[src/rtl/spi_reg_bank_pkg.sv]
// Shared constants and FSM encoding for the SPI configuration register bank.
package spi_reg_bank_pkg;
    localparam int NUM_REGS   = 9;
    localparam int FRAME_BITS = 16;
    localparam int ADDR_W     = 7;
    localparam int CNT_W      = 5;
    localparam int CNT_SAT    = FRAME_BITS + 1;

    localparam logic [ADDR_W-1:0] ADDR_EN_OUT      = 7'h00;
    localparam logic [ADDR_W-1:0] ADDR_EN_PWM      = 7'h01;
    localparam logic [ADDR_W-1:0] ADDR_CH_3_0      = 7'h02;
    localparam logic [ADDR_W-1:0] ADDR_CH_7_4      = 7'h03;
    localparam logic [ADDR_W-1:0] ADDR_G0_C0_DUTY  = 7'h04;
    localparam logic [ADDR_W-1:0] ADDR_G0_C1_DUTY  = 7'h05;
    localparam logic [ADDR_W-1:0] ADDR_G1_C0_DUTY  = 7'h06;
    localparam logic [ADDR_W-1:0] ADDR_G1_C1_DUTY  = 7'h07;
    localparam logic [ADDR_W-1:0] ADDR_FREQ_DIV    = 7'h08;

    typedef enum logic [1:0] {
        ST_IDLE   = 2'd0,
        ST_RX     = 2'd1,
        ST_COMMIT = 2'd2
    } state_t;
endpackage

[src/rtl/spi_reg_bank_sync_edge.sv]
// Multi-flop synchronizer for an async pin with single-cycle rise/fall pulses.
module spi_sync_edge #(
    parameter int   STAGES  = 2,
    parameter logic RST_VAL = 1'b0
) (
    input  logic clk,
    input  logic rst_n,
    input  logic i_async,
    output logic o_rise,
    output logic o_fall
);
    logic [STAGES-1:0] r_sync;
    logic              r_dly;
    logic              w_last;

    always_ff @(posedge clk or negedge rst_n) begin
        if (!rst_n) begin
            r_sync <= {STAGES{RST_VAL}};
            r_dly  <= RST_VAL;
        end else begin
            r_sync <= {r_sync[STAGES-2:0], i_async};
            r_dly  <= r_sync[STAGES-1];
        end
    end

    assign w_last = r_sync[STAGES-1];
    assign o_rise = w_last & ~r_dly;
    assign o_fall = ~w_last & r_dly;
endmodule

[src/rtl/spi_reg_bank.sv]
// SPI mode-0 target driving the PWM block's configuration registers.
module spi_reg_bank #(
    parameter int SYNC_STAGES = 2,
    parameter int NUM_REGS    = spi_reg_bank_pkg::NUM_REGS
) (
    input  logic       clk,
    input  logic       rst_n,
    input  logic       sclk,
    input  logic       copi,
    input  logic       ncs,
    output logic       cipo,
    output logic       wr_strobe,
    output logic [6:0] wr_addr,
    output logic [7:0] reg_en_out,
    output logic [7:0] reg_en_pwm_out,
    output logic [7:0] reg_out_3_0_pwm_gen_channel,
    output logic [7:0] reg_out_7_4_pwm_gen_channel,
    output logic [7:0] reg_pwm_gen_0_ch_0_duty_cycle,
    output logic [7:0] reg_pwm_gen_0_ch_1_duty_cycle,
    output logic [7:0] reg_pwm_gen_1_ch_0_duty_cycle,
    output logic [7:0] reg_pwm_gen_1_ch_1_duty_cycle,
    output logic [7:0] reg_pwm_gen_1_0_frequency_divider
);
    import spi_reg_bank_pkg::*;

    localparam int SLOTS = 9;

    logic                   w_sclk_rise, w_sclk_fall, w_ncs_rise, w_ncs_fall;
    logic [SYNC_STAGES-1:0] r_copi_sync;
    logic                   w_copi;

    state_t                 r_state, w_state_nxt;
    logic                   w_clear, w_commit;
    logic [CNT_W-1:0]       r_cnt;
    logic [FRAME_BITS-1:0]  r_shift, w_shift_nxt;
    logic [ADDR_W-1:0]      w_addr;
    logic [7:0]             r_out, w_rd_data;
    logic                   r_rd_act, r_pend, r_wr_strobe;
    logic [ADDR_W-1:0]      r_wr_addr;
    logic [7:0]             r_regs [SLOTS];

    spi_sync_edge #(.STAGES(SYNC_STAGES), .RST_VAL(1'b0)) u_sclk (
        .clk(clk), .rst_n(rst_n), .i_async(sclk),
        .o_rise(w_sclk_rise), .o_fall(w_sclk_fall)
    );

    spi_sync_edge #(.STAGES(SYNC_STAGES), .RST_VAL(1'b1)) u_ncs (
        .clk(clk), .rst_n(rst_n), .i_async(ncs),
        .o_rise(w_ncs_rise), .o_fall(w_ncs_fall)
    );

    always_ff @(posedge clk or negedge rst_n) begin
        if (!rst_n) r_copi_sync <= '0;
        else        r_copi_sync <= {r_copi_sync[SYNC_STAGES-2:0], copi};
    end
    assign w_copi = r_copi_sync[SYNC_STAGES-1];

    assign w_shift_nxt = {r_shift[FRAME_BITS-2:0], w_copi};
    assign w_addr      = r_shift[FRAME_BITS-2:8];

    // Read data is addressed by the first 8 bits as they complete.
    always_comb begin
        w_rd_data = 8'h00;
        for (int i = 0; i < SLOTS; i++)
            if (i < NUM_REGS && w_shift_nxt[ADDR_W-1:0] == ADDR_W'(i))
                w_rd_data = r_regs[i];
    end

    always_ff @(posedge clk or negedge rst_n) begin
        if (!rst_n) r_state <= ST_IDLE;
        else        r_state <= w_state_nxt;
    end

    always_comb begin
        w_state_nxt = r_state;
        w_clear     = 1'b0;
        w_commit    = 1'b0;
        case (r_state)
            ST_IDLE: begin
                if (w_ncs_fall || r_pend) begin
                    w_state_nxt = ST_RX;
                    w_clear     = 1'b1;
                end
            end
            ST_RX: begin
                if (w_ncs_rise)
                    w_state_nxt = (r_cnt == '0) ? ST_IDLE : ST_COMMIT;
            end
            ST_COMMIT: begin
                w_state_nxt = ST_IDLE;
                w_commit    = (r_cnt == CNT_W'(FRAME_BITS)) && r_shift[FRAME_BITS-1]
                              && (w_addr < ADDR_W'(NUM_REGS));
            end
            default: w_state_nxt = ST_IDLE;
        endcase
    end

    always_ff @(posedge clk or negedge rst_n) begin
        if (!rst_n) begin
            r_cnt       <= '0;
            r_shift     <= '0;
            r_out       <= '0;
            r_rd_act    <= 1'b0;
            r_pend      <= 1'b0;
            r_wr_strobe <= 1'b0;
            r_wr_addr   <= '0;
            for (int i = 0; i < SLOTS; i++) r_regs[i] <= 8'h00;
        end else begin
            r_wr_strobe <= w_commit;
            // A frame start seen during COMMIT is replayed from IDLE next cycle.
            r_pend      <= (r_state == ST_COMMIT) && w_ncs_fall;

            if (w_clear) begin
                r_cnt   <= '0;
                r_shift <= '0;
            end else if (r_state == ST_RX && w_sclk_rise) begin
                r_shift <= w_shift_nxt;
                if (r_cnt != CNT_W'(CNT_SAT)) r_cnt <= r_cnt + 1'b1;
            end

            if (w_commit) begin
                r_wr_addr <= w_addr;
                for (int i = 0; i < SLOTS; i++)
                    if (w_addr == ADDR_W'(i)) r_regs[i] <= r_shift[7:0];
            end

            // The fall right after the load is skipped so bit 7 is stable at the 9th rise.
            if (r_state != ST_RX) begin
                r_rd_act <= 1'b0;
            end else if (w_sclk_rise && r_cnt == CNT_W'(7) && !w_shift_nxt[7]) begin
                r_rd_act <= 1'b1;
                r_out    <= w_rd_data;
            end else if (w_sclk_fall && r_rd_act && r_cnt > CNT_W'(8)) begin
                r_out <= {r_out[6:0], 1'b0};
            end
        end
    end

    assign cipo      = r_rd_act & (r_state == ST_RX) & r_out[7];
    assign wr_strobe = r_wr_strobe;
    assign wr_addr   = r_wr_addr;

    assign reg_en_out                        = r_regs[0];
    assign reg_en_pwm_out                    = r_regs[1];
    assign reg_out_3_0_pwm_gen_channel       = r_regs[2];
    assign reg_out_7_4_pwm_gen_channel       = r_regs[3];
    assign reg_pwm_gen_0_ch_0_duty_cycle     = r_regs[4];
    assign reg_pwm_gen_0_ch_1_duty_cycle     = r_regs[5];
    assign reg_pwm_gen_1_ch_0_duty_cycle     = r_regs[6];
    assign reg_pwm_gen_1_ch_1_duty_cycle     = r_regs[7];
    assign reg_pwm_gen_1_0_frequency_divider = r_regs[8];
endmodule

[config.mk]
export PLATFORM = sky130hd
export DESIGN_NAME = spi_reg_bank
export DESIGN_NICKNAME = d
export VERILOG_FILES = /design/src/rtl/spi_reg_bank_pkg.sv /design/src/rtl/spi_reg_bank_sync_edge.sv /design/src/rtl/spi_reg_bank.sv
export SDC_FILE = /design/constraint.sdc
export NUM_CORES = 1
export LEC_CHECK = 0
export CORE_UTILIZATION = 49
export DETAILED_ROUTE_END_ITERATION = 6
export PLACE_DENSITY = 0.87
export SLEW_MARGIN = 20
export SYNTH_ARGS = -nofsm -noshare
export SYNTH_HDL_FRONTEND = slang
export SYNTH_HIERARCHICAL = 1
export SYNTH_SLANG_ARGS = --single-unit
[constraint.sdc]
create_clock -name clk -period 1.84 [get_ports clk]
set_input_delay 0.368 -clock clk [delete_from_list [all_inputs] [get_ports clk]]
set_output_delay 0.368 -clock clk [all_outputs]
set_load 0.03 [all_outputs]
==> impl_results.md, run 1 <==
* Run status: complete, but fails checks
* Failing checks: setup timing
* Crit end category: flip-flop
* Diodes inserted at 0
* Area growth, synth to finish at 41.6%
* CP endpoint: reg_pwm_gen_0_ch_0_duty_cycle[4]
* Yosys reg bits at ~120
* Post-DP HPWL at about 10000 um
* CP delay by family, top: simple AND/OR/NAND/NOR gates
* Clock-pin slew on the worst setup and hold paths at 0.06 ns
* Post-synthesis instance total at roughly 470
* Remaining DRCs at 0
* Crit-path max cell delay at 0.41 ns
* Min Tclk post-route at 2.07 ns
* Relative slew margins at between 60% and 70%
* Unique masters post-synth at 54
* Overall die width at between 100 and 150 um
* Register Area at roughly 3000 um2
* Final wirelength at about 17000 um
* Setup TNS at -14.56 ns
* Synth top area share at a little over half
* CP Data Arrival Time at 2.48 ns
* Avg Cell Area, Syn at approximately 12 um2
* Skew final at 0.00932 ns
* Final period util at 112%
* Post-synth EDFFs at 0
* Max Freq at around 480 MHz
* Top post-synthesis cells by area: dfrtp_1 53%, mux2_2 15%, a21oi_1 3.3%
* Final setup fails at a little under 90
* Via Count at 4656
* I/O pin cnt at 86
* Worst R2R Setup Slack at -0.23 ns
* RSZ-0062 raised after global routing: true
* Syn_nets at 477
* Clk buf depth at 2
* # fillers at 670
* Worst Hold Class: input port to flip-flop
* Die area at roughly 12000 um2
* Vias per cell at 6.10
* NumNets Final at 620
* Starting Density at 50.7%
* Multi-input logic area at 2570 um2
* CTS Buf Count at 17
* DRT iter0 DRCs at 376
* Worst-Skew Late Latency at 0.53 ns
* Reg2Reg Depth at 8
* Final hold violation count at 0
* Pwr/cell area at 926 nW/um2
* Commonest non-fill, non-tap cell in the layout: dfrtp_1
* Critical path depth at 8
* Port Buffer Count at 85
* Top reg by flops: r_shift
* Total grt overflow at 0
* Critical path buffers and inverters at 2
* Gr usage total at between 30% and 40%
* Worst-path maximum fanout at 8
* Placer Congestion at 0.939
* WS Path Type: flip-flop to flip-flop
* Total power at roughly 0.0072 W
* Die span in y at 108 um
* H-Tree Depth at 4
* Commonest non-fill, non-tap cells in the layout: 118 x dfrtp_1, 80 x dlygate4sd2_1, 48 x buf_4, 43 x mux2_2, 41 x nand2_1
* Post-route ant nets at 0
* DP Cell Count at 722
* Core area at 10900 um2
* Count of non-filler cells in the finished layout at 763
* Initial antenna violation count at 2
* Final worst setup slack at -0.229 ns
* Mapped cell area at 5520 um2
* Async SR Flop Fraction at 100%
* CTS tree: yes
* Share of layout cells above drive strength 1 at approximately 33%
* Worst vdd ir at 0.000616 V
* LEAKAGE at about 4 nW
* Max-cap viol count at 0
* CP Launch Type: flip-flop
* Reg2reg end: reg_pwm_gen_0_ch_0_duty_cycle[4]
* Yosys warnings at 6
* Critical Path, Cell by Cell: inv_2 > ha_4 > and4bb_2 > and4_4 > nand3_4 > nor3_4 > buf_12 > mux2_4
* First-pass GRT wire length at 26300 um
* Worst Setup SP: r_cnt[1]
* Largest net degree at the start of global routing at 44
* Routed WL per cell at 22.1 um
* Area leader, netlist: dfrtp_1
* DR pass1 iterations at 5
* WP data required at 2.25 ns
* Worst Tran Pin Value at 0.537 ns
* Number of global-route vias before repair at about 4800
* Rows at 38
* Root buf cell: clkbuf_8
* Slew Viols, Final at 0
* Slowest-stage cell, CP: dfrtp_1
* Max reg flops at 16
* Synth Flop Type: dfrtp_1
* Register area share after synthesis at between 50% and 60%
* Reg2Reg Launch Point: r_cnt[1]
* Clk sinks at 121
-- what timing repair did --
item | CTS | global route
endpoints found under the hold margin | 24 | 0
hold buffers | 1 | 0
cloned | 0 | 0
buffers inserted | 5 | 5
endpoints found under the setup margin | 161 | 88
gates resized for setup | 129 | 12
pin swaps | 8 | 4
-- cells by family after synthesis --
group                      count (synthesis)  synth area share [%]
muxes                                     86                  18.9
xor gates and xnor gates                   4                 0.635
buffers and inverters                     39                  2.76
and+or+nand+nor                          142                  13.8
DFF                                      121                  54.9
AOI/OAI and AO/OA                         74                  8.38
adders and majority gates                  3                 0.680
-- area by class of cell --
| type | count | area share [%] |
|---|---|---|
| flip-flops and latches | 121 | 38.8 |
| multi-input cells | 309 | 32.9 |
| repair buffers | 152 | 18.3 |
| clock buffers | 21 | 5.62 |
| well taps | 140 | 2.24 |
| clock inverters | 9 | 1.60 |
| inverters | 11 | 0.528 |
-- worst reg2reg max path, cell delays in order, from the launching register on --
cell,delay (ns)
dfrtp_1,0.41
inv_2,0.10
ha_4,0.13
and4bb_2,0.21
and4_4,0.27
nand3_4,0.15
nor3_4,0.20
buf_12,0.17
mux2_4,0.31
-- metrics by stage --
stage	area, um2	util [%]	worst slack (ns)	hold WS (ns)
6_report	7820	71.8	-0.229	0.256
2_1_floorplan	5540	-	-0.183	0.0724
5_1_grt	7820	71.8	-0.300	0.243
3_5_place_dp	7000	64.3	-0.174	0.325
4_1_cts	7730	71.0	-0.217	0.242
3_3_place_gp	7000	64.3	-0.116	0.318
-- routing by layer --
metal | up-vias | GRT usage, % | wire length (um)
li1 | 1970 | - | -
met1 | 2336 | 40.3 | 6840
met2 | 274 | 46.7 | 8130
met3 | 74 | 7.47 | 1140
met4 | 2 | 15.9 | 703
met5 | - | 0 | 13
-- synthesized netlist by cell type (2+ instances only) --
cell,instances
dfrtp_1,118
mux2_2,75
nand2_1,41
a21oi_1,36
nor2_1,31
clkbuf_1,20
nor3_1,12
inv_1,11
nand3_1,10
mux4_2,7
a211o_1,6
a22oi_1,6
nor2_2,6
o21ai_0,6
o31ai_1,6
buf_2,5
nand2b_1,5
nor2b_1,5
and2_1,4
mux2i_1,4
nor3b_1,4
a31oi_1,3
and3_1,3
and3b_1,3
buf_1,3
dfstp_2,3
ha_1,3
xor2_1,3
and2b_2,2
nand4_1,2
nor3_4,2
nor4bb_1,2
-- how the worst min path moves through the flow --
stage	start	endpoint	slack, ns	depth (start not counted)
floorplan	rst_n	r_cnt[0]	0.07	0
global route	ncs	u_ncs/r_sync[0]	0.24	1
CTS	ncs	u_ncs/r_sync[0]	0.24	1
finish	ncs	u_ncs/r_sync[0]	0.26	1
global placement	rst_n	wr_addr[5]	0.32	1
detailed placement	rst_n	wr_addr[4]	0.32	1
-- report_power, final --
part | internal (W) | leakage (nW) | total (W) | switching (W)
Combinational | 0.000517 | 1.99 | 0.00121 | 0.000691
Clock | 0.00207 | 0.273 | 0.00323 | 0.00115
Sequential | 0.00273 | 1.66 | 0.00281 | 0.0000768
Total | 0.00532 | 3.93 | 0.00724 | 0.00192
No activity file was read; power rests on OpenSTA's default activity.
==> inputs of run 2 (changes only) <==
- CORE_UTILIZATION: 49 -> 50
- CTS_BUF_LIST: default -> sky130_fd_sc_hd__clkbuf_2
- PLACE_DENSITY: 0.87 -> 0.88
==> impl_results.md, run 2 (synthesized netlist as in run 1, its figures left out) <==
* Sink of the worst hold path: u_ncs/r_sync[0]
* Clk sinks at 121 (unchanged)
* NumNets Final at 693 (+12%)
* Top reg by flops: r_shift
* Commonest non-fill, non-tap cell in the layout: dfrtp_1
* Hold Path Depth at 1 (unchanged)
* Failing checks: setup timing
* Worst vdd ir at 0.000434 V (-30%)
* Final setup fails at 82 (-6.8%)
* Port Buffer Count at 85 (unchanged)
* RSZ-0062 raised after global routing: true
* Final wirelength at 20300 um (+21%)
* Final hold violation count at 0 (unchanged)
* Max reg flops at 16 (unchanged)
* Slew Viols, Final at 0 (unchanged)
* Area growth, synth to finish at 49.5%
* Starting Density at 51.2% (+0.45 points)
* Worst-path maximum fanout at 6 (-2)
* Post-DP HPWL at 10300 um (-0.46%)
* Pwr/cell area at 777 nW/um2 (-16%)
* Final worst setup slack at -0.406 ns (-0.177 ns)
* Highest metal used: met4
* CTS tree: yes
* Remaining DRCs at 0 (unchanged)
* First-pass GRT wire length at 27000 um (+2.7%)
* Setup WS pre-CTS at -0.178 ns (-0.00349 ns)
* Gr usage total at 31.7% (+1.2 points)
* Dpl cell area at 6950 um2 (-0.72%)
* Core area at 10800 um2 (-0.87%)
* Overall die width at 107 um (-0.99%)
* Total grt overflow at 0 (unchanged)
* Crit end category: flip-flop
* Metal2 WL at 9550 um (+18%)
* Worst Tran Pin Value at 0.556 ns (+0.0189 ns)
* Commonest non-fill, non-tap cells in the layout: 114 x dfrtp_1, 110 x buf_4, 64 x mux2_4, 53 x buf_2, 39 x nand2_1
* H-Tree Depth at 4 (unchanged)
* Number of global-route vias before repair at 4817 (+0.29%)
* Met3 WL post-DR at 1930 um (+70%)
* Hold WS at 0.0540 ns (-0.202 ns)
* Initial antenna violation count at 1 (-1)
* Hold path startpoint: ncs
* Skew final at 0.0499 ns (+0.0406 ns)
* Setup TNS at -19.19 ns (-4.64 ns)
* DR pass1 iterations at 6 (+1)
* CTS Buf Count at 17 (unchanged)
* Max-cap viol count at 0 (unchanged)
* M1 WL at 7500 um (+9.6%)
* Post-route ant nets at 0 (unchanged)
* Placer Congestion at 0.929 (-1.0%)
* Relative slew margins at 63.0% (-1.1 points)
* Worst R2R Setup Slack at -0.41 ns (-0.18 ns)
* Via Count at 5249 (+13%)
* Diodes inserted at 0 (unchanged)
* Reg2Reg Launch Point: r_state[0]
* Worst Hold Class: input port to flip-flop
* Reg2reg end: reg_pwm_gen_1_ch_1_duty_cycle[5]
* CP Launch Type: flip-flop
* Clock-pin slew on the worst setup and hold paths at 0.23 ns (+0.17 ns)
* # fillers at 604 (-9.9%)
* Reg2Reg Depth at 8 (unchanged)
* WS Path Type: flip-flop to flip-flop
* Clk buf depth at 2 (unchanged)
* Largest net degree at the start of global routing at 41 (-6.8%)
* Root buf cell: clkbuf_2
* I/O pin cnt at 86 (unchanged)
* Die area at 11500 um2 (-2.0%)
* WP data required at 2.44 ns (+0.19 ns)
* Vias per cell at 6.26 (+2.6%)
* Die span in y at 107 um (-0.99%)
* Min Tclk post-route at 2.25 ns (+0.177 ns)
* Max Freq at 445 MHz (-7.9%)
* DRT iter0 DRCs at 698 (+86%)
* Worst-Skew Late Latency at 0.72 ns (+0.19 ns)
* Run status: complete, but fails checks
* Total power at 0.00641 W (-11%)
* LEAKAGE at 4.04 nW (+2.9%)
* Rows at 38 (unchanged)
* Share of layout cells above drive strength 1 at 55.7% (+22 points)
* Routed WL per cell at 24.2 um (+9.9%)
* Final period util at 122% (+9.6 points)
* CP Data Arrival Time at 2.84 ns (+0.36 ns)
* Final instance area at 8250 um2 (+5.6%)
[run 2: changes by cell type in the layout (fill, tap and decap cells not counted), sizes merged]
cell,delta
buf,+124
dlygate4sd2,-80
clkdlybuf4s15,+17
clkbuf,+7
inv,+3
bufinv,+2
clkdlybuf4s18,+2
clkinv,+1
clkinvlp,-1
[run 2: how the worst max path moves through the flow]
| stage | start | to | slack [ns] | cells past startpoint |
|---|---|---|---|---|
| 3_5_place_dp | r_cnt[0] | r_out[0] | -0.18 | 6 |
| 4_1_cts | r_state[0] | cipo | -0.33 | 5 |
| 6_report | r_state[0] | reg_pwm_gen_1_ch_1_duty_cycle[5] | -0.41 | 8 |
| 5_1_grt | r_state[0] | cipo | -0.46 | 5 |
| 3_3_place_gp | r_cnt[1] | reg_pwm_gen_0_ch_0_duty_cycle[3] | -0.12 | 8 |
| 2_1_floorplan | r_cnt[0] | reg_pwm_gen_1_ch_0_duty_cycle[0] | -0.18 | 7 |
[run 2: worst max-delay path, cell delays in order, from the launching register on]
cell	delay, ns
dfrtp_1	0.46
buf_4	0.14
and4bb_2	0.28
and4_4	0.29
nand3_4	0.14
buf_6	0.17
nor2_4	0.12
buf_6	0.19
mux2_4	0.33
[run 2: what timing repair did]
action                                 4_1_cts  5_1_grt
gates resized for setup                    324      161
hold buffers                                 1        0
pin swaps                                   12       13
endpoints found under the hold margin       31        0
setup endpoints to repair                  161      162
gates cloned                                 0        2
setup buffers                               16       72
[run 2: area by class of cell]
cell class | count | area, um2 | share of cell area, %
sequential | 121 | 3040 | 36.8
inverter | 11 | 41.3 | 0.500
clock inverter | 14 | 220 | 2.67
tap | 140 | 175 | 2.12
clock buffer | 18 | 90.1 | 1.09
timing repair buffer | 225 | 1860 | 22.5
multi-input combinational | 309 | 2830 | 34.3
[run 2: layer usage]
metal	global-route usage, %	vias to the layer above
li1	-	2096
met1	40.2	2602
met2	51.2	418
met3	9.00	133
met4	12.9	0
met5	0	-
[run 2: power by group]
| part | internal (W) | total, W | switching [W] |
|---|---|---|---|
| logic | 0.000625 | 0.00139 | 0.000767 |
| registers | 0.00273 | 0.00282 | 0.0000878 |
| clock network | 0.00105 | 0.00220 | 0.00115 |
| total | 0.00440 | 0.00641 | 0.00201 |
[run 2: per-stage QoR]
step | std cells | util [%]
6_report | 838 | 76.5
5_1_grt | 838 | 76.5
4_1_cts | 766 | 72.7
3_5_place_dp | 717 | 64.4
3_3_place_gp | 717 | 64.4
2_1_floorplan | 469 | -
